$ cat src/rtl/timer_scheduler.sv
`default_nettype none
// ============================================================================
// Module      : timer_scheduler
// Description : Bus-programmable periodic/one-shot timer with prescaler,
//               sticky completion flag and level interrupt.
// Revision    : 1.0
// ============================================================================
module timer_scheduler #(
    parameter int N = 16,
    parameter int P = 8
) (
    input  logic        clk,
    input  logic        reset,
    input  logic        wr_en,
    input  logic        rd_en,
    input  logic [1:0]  addr,
    input  logic [31:0] wr_data,
    output logic [31:0] rd_data,
    output logic        tick,
    output logic        irq,
    output logic        running
);

    localparam logic [1:0] c_ST_IDLE = 2'd0;
    localparam logic [1:0] c_ST_RUN  = 2'd1;
    localparam logic [1:0] c_ST_HALT = 2'd2;

    localparam logic [1:0] c_ADDR_CTRL   = 2'd0;
    localparam logic [1:0] c_ADDR_PERIOD = 2'd1;
    localparam logic [1:0] c_ADDR_COUNT  = 2'd2;
    localparam logic [1:0] c_ADDR_STATUS = 2'd3;

    logic [1:0]   r_state;
    logic [1:0]   w_state_next;
    logic         r_enable;
    logic         r_oneshot;
    logic         r_irq_en;
    logic [P-1:0] r_prescale;
    logic [P-1:0] r_psc;
    logic [N-1:0] r_period;
    logic [N-1:0] r_shadow;
    logic [N-1:0] r_count;
    logic         r_done;
    logic         r_tick;
    logic [31:0]  r_rd_data;
    logic [31:0]  w_rd_mux;

    logic w_wr_ctrl;
    logic w_wr_period;
    logic w_clear_done;
    logic w_enable_next;
    logic w_step;
    logic w_wrap;
    logic w_unused_wr;

    // Enable as it will be after this edge, so a CTRL write acts on the FSM immediately
    assign w_wr_ctrl     = wr_en && (addr == c_ADDR_CTRL);
    assign w_wr_period   = wr_en && (addr == c_ADDR_PERIOD);
    assign w_clear_done  = wr_en && (addr == c_ADDR_STATUS) && wr_data[0];
    assign w_enable_next = w_wr_ctrl ? wr_data[0] : r_enable;
    assign w_step        = (r_state == c_ST_RUN) && w_enable_next && (r_psc == r_prescale);
    assign w_wrap        = w_step && (r_count == r_shadow);
    assign w_unused_wr   = ^wr_data;

    assign tick    = r_tick;
    assign rd_data = r_rd_data;

    always_ff @(posedge clk or posedge reset) begin
        if (reset) begin
            r_state <= c_ST_IDLE;
        end else begin
            r_state <= w_state_next;
        end
    end

    always_comb begin
        w_state_next = r_state;
        case (r_state)
            c_ST_IDLE: begin
                if (w_enable_next) w_state_next = c_ST_RUN;
            end
            c_ST_RUN: begin
                if (!w_enable_next)           w_state_next = c_ST_IDLE;
                else if (w_wrap && r_oneshot) w_state_next = c_ST_HALT;
            end
            c_ST_HALT: begin
                if (!w_enable_next) w_state_next = c_ST_IDLE;
            end
            default: w_state_next = c_ST_IDLE;
        endcase
    end

    always_comb begin
        running = (r_state == c_ST_RUN);
        irq     = r_done && r_irq_en;
    end

    always_ff @(posedge clk or posedge reset) begin
        if (reset) begin
            r_enable   <= 1'b0;
            r_oneshot  <= 1'b0;
            r_irq_en   <= 1'b0;
            r_prescale <= '0;
            r_period   <= '0;
        end else begin
            if (w_wr_ctrl) begin
                r_enable   <= wr_data[0];
                r_oneshot  <= wr_data[1];
                r_irq_en   <= wr_data[2];
                r_prescale <= wr_data[8 +: P];
            end
            if (w_wr_period) r_period <= wr_data[N-1:0];
        end
    end

    // One-shot completion keeps the count at its terminal value while halted
    always_ff @(posedge clk or posedge reset) begin
        if (reset) begin
            r_shadow <= '0;
            r_count  <= '0;
            r_psc    <= '0;
        end else if (w_state_next == c_ST_IDLE) begin
            r_count <= '0;
            r_psc   <= '0;
        end else if (r_state == c_ST_IDLE) begin
            r_shadow <= r_period;
            r_count  <= '0;
            r_psc    <= '0;
        end else if (r_state == c_ST_RUN) begin
            if (w_step) begin
                r_psc <= '0;
                if (w_wrap) begin
                    if (!r_oneshot) begin
                        r_count  <= '0;
                        r_shadow <= r_period;
                    end
                end else begin
                    r_count <= r_count + {{(N-1){1'b0}}, 1'b1};
                end
            end else begin
                r_psc <= r_psc + {{(P-1){1'b0}}, 1'b1};
            end
        end
    end

    always_ff @(posedge clk or posedge reset) begin
        if (reset) begin
            r_tick <= 1'b0;
            r_done <= 1'b0;
        end else begin
            r_tick <= w_wrap;
            r_done <= w_wrap || (r_done && !w_clear_done);
        end
    end

    always_comb begin
        w_rd_mux = '0;
        case (addr)
            c_ADDR_CTRL: begin
                w_rd_mux[0]     = r_enable;
                w_rd_mux[1]     = r_oneshot;
                w_rd_mux[2]     = r_irq_en;
                w_rd_mux[8 +: P] = r_prescale;
            end
            c_ADDR_PERIOD: w_rd_mux[N-1:0] = r_period;
            c_ADDR_COUNT:  w_rd_mux[N-1:0] = r_count;
            default: begin
                w_rd_mux[0] = r_done;
                w_rd_mux[1] = (r_state == c_ST_RUN);
            end
        endcase
    end

    always_ff @(posedge clk or posedge reset) begin
        if (reset) begin
            r_rd_data <= '0;
        end else if (rd_en) begin
            r_rd_data <= w_rd_mux;
        end
    end

endmodule
`default_nettype wire
$ cat config.mk
export PLATFORM = sky130hd
export DESIGN_NAME = timer_scheduler
export DESIGN_NICKNAME = d
export VERILOG_FILES = /design/src/rtl/timer_scheduler.sv
export SDC_FILE = /design/constraint.sdc
export NUM_CORES = 1
export LEC_CHECK = 0
export ABC_CLOCK_PERIOD_IN_PS = 3200
export CAP_MARGIN = 20
export CORE_MARGIN = 4
export CORE_UTILIZATION = 53
export DETAILED_ROUTE_END_ITERATION = 10
export PLACE_DENSITY = 0.88
export SETUP_SLACK_MARGIN = 0.1
export SKIP_LAST_GASP = 1
export SYNTH_ARGS = -nofsm -noshare
export SYNTH_HDL_FRONTEND = slang
export SYNTH_SLANG_ARGS = --single-unit
$ cat constraint.sdc
create_clock -name clk -period 3.2 [get_ports clk]
set_input_delay 0.64 -clock clk [delete_from_list [all_inputs] [get_ports clk]]
set_output_delay 0.64 -clock clk [all_outputs]
set_load 0.005 [all_outputs]
; After elaboration in Yosys (flattened, before gate mapping)
; Index checks and enable logic that the tools add are counted.
[word_totals]
regBits = 87
input_bits = 38
wordCells = 71
[op_classes]
addsub = 2
n_eq_ne = 9
n_mux = 25
bitwise_logic = 1
reduce_logical = 22
[op_table]
columns = cell, n
row1 = $mux 16, 11
row2 = $mux 8, 4
row3 = $pmux 8 s3, 1
row4 = $add 16x1->16 const B, 1
row5 = $eq 16x16->1, 1
row6 = $pmux 2 s3, 2
row7 = $logic_and 1x1->1, 10
row8 = $pmux 5 s2, 1
row9 = $add 8x1->8 const B, 1
row10 = $eq 8x8->1, 1
row11 = $mux 2, 4
row12 = $eq 2x2->1 const B, 3
row13 = $logic_not 2->1, 3
row14 = $reduce_bool 2->1, 3
row15 = $reduce_bool 3->1, 2
row16 = $reduce_and 5->1, 1
row17 = $eq 2x1->1 const B, 2
row18 = $ne 4x2->1 const B, 1
row19 = $pmux 1 s3, 1
row20 = $reduce_and 3->1, 1
row21 = $ne 2x1->1 const B, 1
row22 = $logic_not 1->1, 1
row23 = $logic_or 1x1->1, 1
row24 = $mux 1, 1
row25 = $not 1->1, 1

; Longest topological paths before layout
[logic_depth]
depth_word = 13
depth_mapped = 10

; Worst setup path after synthesis
; No wires, ideal clock.
[synth_path]
path_type = input port to flip-flop
start = in addr[0]
end = reg r_count[15]
arrival_time_ns = 2.292
setup_slack_ns = 0.787
stages = 10
n_path_buf = 2
cell_sequence = inv_1 ha_1 and3_1 nor2_1 nor2_1 clkbuf_1 a311oi_1 buf_2 o21ai_0 a22o_1
[synth_via]
elab_chain_len = 13
[synth_rtl]
columns = element, line_no
row1 = "start, declared", 16  ; input logic [1:0] addr,
row2 = $logic_not 2->1 (*), 57  ; assign w_wr_ctrl = wr_en && (addr == c_ADDR_CTRL);
row3 = $logic_and 1x1->1 (*), 57
row4 = $mux 1 (*), -
row5 = $logic_and 1x1->1 (2 in series), 61  ; assign w_step = (r_state == c_ST_RUN) && w_enable_next && (r_psc == r_prescale);
row6 = $logic_and 1x1->1, 62  ; assign w_wrap = w_step && (r_count == r_shadow);
row7 = $logic_and 1x1->1, 84  ; else if (w_wrap && r_oneshot) w_state_next = c_ST_HALT;
row8 = $mux 2, 84
row9 = $mux 2, 83  ; if (!w_enable_next) w_state_next = c_ST_IDLE;
row10 = $pmux 2 s3, 78  ; case (r_state)
row11 = $logic_not 2->1, 122  ; end else if (w_state_next == c_ST_IDLE) begin
row12 = $ne 4x2->1 (no line) or $reduce_bool 3->1 (tied branches), -
row13 = $reduce_and 3->1 (no line), -
row14 = "end signal, assigned", 138  ; r_count <= r_count + {{(N-1){1'b0}}, 1'b1};
row15 = "end, declared", 42  ; logic [N-1:0] r_count;
; Mark *: on every way between the ends. The rest lies on a longest branch, timed or not. The select of a mux whose other input is x is not followed.
; A chain may end at the register's enable or synchronous reset.

; Worst setup path after layout
[layout_path]
start = in addr[1]
end = reg r_count[0]
; The elaborated chain is that of the path after synthesis.

==> run metrics <==
RSZ-0062 raised after global routing=false; Setup crit start kind=primary input; Syn-to-layout area delta=15.2%; worst-path cell chain=clkdlybuf4s50_1 > inv_1 > ha_1 > and3_1 > o21ai_1 > o21ba_2 > a311o_2 > nor2_4 > mux2_2; Hold Violations, Final=0; core region area=0.00789 mm2; H-Tree Level Count=3; sequential element share of the synthesized area=49.6%; top post-synthesis cells by area=dfrtp_1 (50%), mux2_2 (9.0%), xnor2_1 (5.0%); register share of total power=49.0%; hold worst-path end=rd_data[1]; via count=3194; Sw Pwr=0.857 mW; final setup skew=0.0116 ns; overall die width=99.0 um; Sw Ratio=28.8%; CP Class=primary input to flop; dpl hpwl=7.10 mm; ys flop type=dfrtp_1; ratio of cells with drive above 1 in the final layout=18.5%; die height=99.0 um; Synthesis Warnings=0; GR Util All Layers=21.4%; synthesized area=0.00439 mm2; synthesized instance count=381; VDD IR max=0.492 mV; fmax=345 MHz; combinational power share=22.1%; FFs w/ async S/R, synth=100%; Least-Margin Pin Slew=0.672 ns; Critical Path RT=3.51 ns; clock power share=28.9%; hold buffers post-CTS=0; critical path peak fanout=16; post-synthesis xor/xnor area fraction=5.19%; DR vias/cell=6.03; max_slew headroom=55.2%; Crit. End Element=flop; post-synthesis compound-gate area fraction=13.8%; most instantiated cells after synthesis=dfrtp_1 (87), mux2_2 (35), xnor2_1 (25); slowest CP cell=clkdlybuf4s50_1; multiplexer area fraction after synthesis=12.4%; final cycle utilization of the critical path=90.5%; Synth Register Bits=87; grt ovf=0; CTS buffer count=9; CTS sink cnt=87; CTS tree=built; # IOs=73; post-synth top area cell=dfrtp_1; setup violators final=0; Pint=2.12 mW; Synth Area in Adders=1.99%; Post-CTS Setup Inserts=0; min Tclk post-route=2.89 ns; setup tns final=0 ns; Syn Area/Cell=11.5 um2; largest net degree at the start of global routing=56; worst hold start=rd_data[1]; Slew Limit Fails=0; Max clock buf depth=2; first-pass GRT wire length=16.6 mm; main combinational cell family by area after synthesis=compound AO/OA/AOI/OAI gates; I/O Buffers=40; Synth top area share=49.6%; post-cts resize count=0; CTS root buffer=clkbuf_8; internal reg-to-reg setup slack=0.81 ns; Tot Pwr=2.98 mW; max cap viols=0; Synth Area in Simple Gates=10.1%; First-pass DRT Iterations=5; Initial Util=55.7%; later-pin clock latency in the skew report=0.37 ns; Netlist cell types=46; max incr delay on CP=0.53 ns; EDFF count, synth=0; status=completed; Arrival @ worst endpoint=3.20 ns; final layout net count=469; WL/cell=19.0 um; Residual DRC=0; GPL Wtd Cong=0.825; vias in the first global route=3307; worst r2r src=r_count[12]; RR Endpoint=r_count[7]; die area=0.00981 mm2; clk slew on worst S/H paths=0.09 ns; total wire length=10.0 mm; ant diodes=0; Pwr Density=589 mW/mm2; Leak Pwr=2.24 nW; Iteration-0 DRC Markers=290; post-route ant nets=0; Worst Reg2Reg Path Length in Cells=6; worst hold path type=flop to flop; hold path depth=1; top-count cell post-synth=dfrtp_1; row cnt=32; initial antenna violation count=0
==> routing by layer <==
metal / share of wire, % / vias up / routed length [um] / track usage (%)
li1: - / 1436 / - / -
met1: 43 / 1609 / 4330 / 28.4
met2: 49 / 124 / 4880 / 34.3
met3: 6.1 / 25 / 614 / 4.95
met4: 2.2 / 0 / 222 / 7.88
met5: 0 / - / 0 / 0
==> power by group through the flow <==
stage	sequential [mW]	combinational, mW	clock, mW
2_1_floorplan	1.42	0.499	0
3_3_place_gp	1.45	0.625	0
3_5_place_dp	1.47	0.654	0
4_1_cts	1.46	0.658	0.865
5_1_grt	1.48	0.715	0.914
6_report	1.46	0.657	0.860
==> placed cells by master (no fill, tap or decap), types with 2 or more instances in the layout <==
cell type	count
inv_6	2
clkdlybuf4s50_1	40
nand2_1	15
inv_1	18
conb_1	16
a22oi_1	5
a22o_1	14
nand2b_1	5
mux2_2	35
o31ai_1	2
dfrtp_1	87
and4_1	2
o22ai_1	14
a21oi_1	2
a222oi_1	11
nor2_1	13
and2_1	4
bufinv_16	2
a311o_2	2
ha_1	7
xnor2_1	25
o21ai_0	21
clkbuf_8	9
buf_4	10
a21o_1	4
nor2b_1	9
and3_2	2
nor3_1	2
and3_1	9
nand4_1	6
nand3_1	8
mux2_4	10
==> worst max-delay path: cells and delay by family <==
| family | cells | cell delay [ns] |
|---|---|---|
| compound gates | 3 | 0.86 |
| fa+ha+maj | 1 | 0.25 |
| buf+inv | 2 | 0.64 |
| mux | 1 | 0.23 |
| simple gates | 2 | 0.57 |
==> per-stage QoR <==
| stage | cells | setup WS (ns) | hold slack, ns | utilization [%] | area [um2] |
|---|---|---|---|---|---|
| floorplan | 396 | 0.310 | 0.464 | - | 4450 |
| global placement | 515 | 0.109 | 0.491 | 61.4 | 4840 |
| detailed placement | 515 | 0.0169 | 0.489 | 61.4 | 4840 |
| CTS | 530 | 0.323 | 0.520 | 64.1 | 5060 |
| global route | 530 | 0.217 | 0.545 | 64.1 | 5060 |
| finish | 530 | 0.305 | 0.519 | 64.1 | 5060 |
==> worst max-delay path by stage <==
stage / startpoint / endpoint / slack (ns) / cells past startpoint
3_5_place_dp: addr[1] / r_count[0] / 0.02 / 9
4_1_cts: addr[1] / r_count[0] / 0.32 / 9
5_1_grt: addr[1] / r_count[0] / 0.22 / 9
6_report: addr[1] / r_count[0] / 0.31 / 9
3_3_place_gp: addr[1] / r_count[0] / 0.11 / 9
2_1_floorplan: reset / r_count[0] / 0.31 / 1
==> final cells by class <==
| class | instances | area (um2) |
|---|---|---|
| Inverter | 19 | 72.6 |
| Fill cell | 554 | 2830 |
| Clock inverter | 6 | 93.8 |
| Sequential cell | 87 | 2180 |
| Clock buffer | 9 | 124 |
| Timing Repair Buffer | 51 | 495 |
| Tap cell | 102 | 128 |
| Multi-Input combinational cell | 256 | 1970 |
==> state kept, by name (all words and copies together), names as in the netlist <==
name and flops:
r_irq_en 1, r_count 16, r_shadow 16, r_prescale 8, r_period 16, r_psc 8
r_enable 1, r_done 1, rd_data 16, r_oneshot 1, r_state 2, tick 1
==> cell families after synthesis <==
group                      count (synthesis)
and+or+nand+nor                           79
muxes                                     45
other                                      1
xor gates and xnor gates                  26
AOI/OAI and AO/OA                         83
buffers and inverters                     53
adders and majority gates                  7
DFF                                       87
Note: power is estimated with default switching activity, not from simulation.
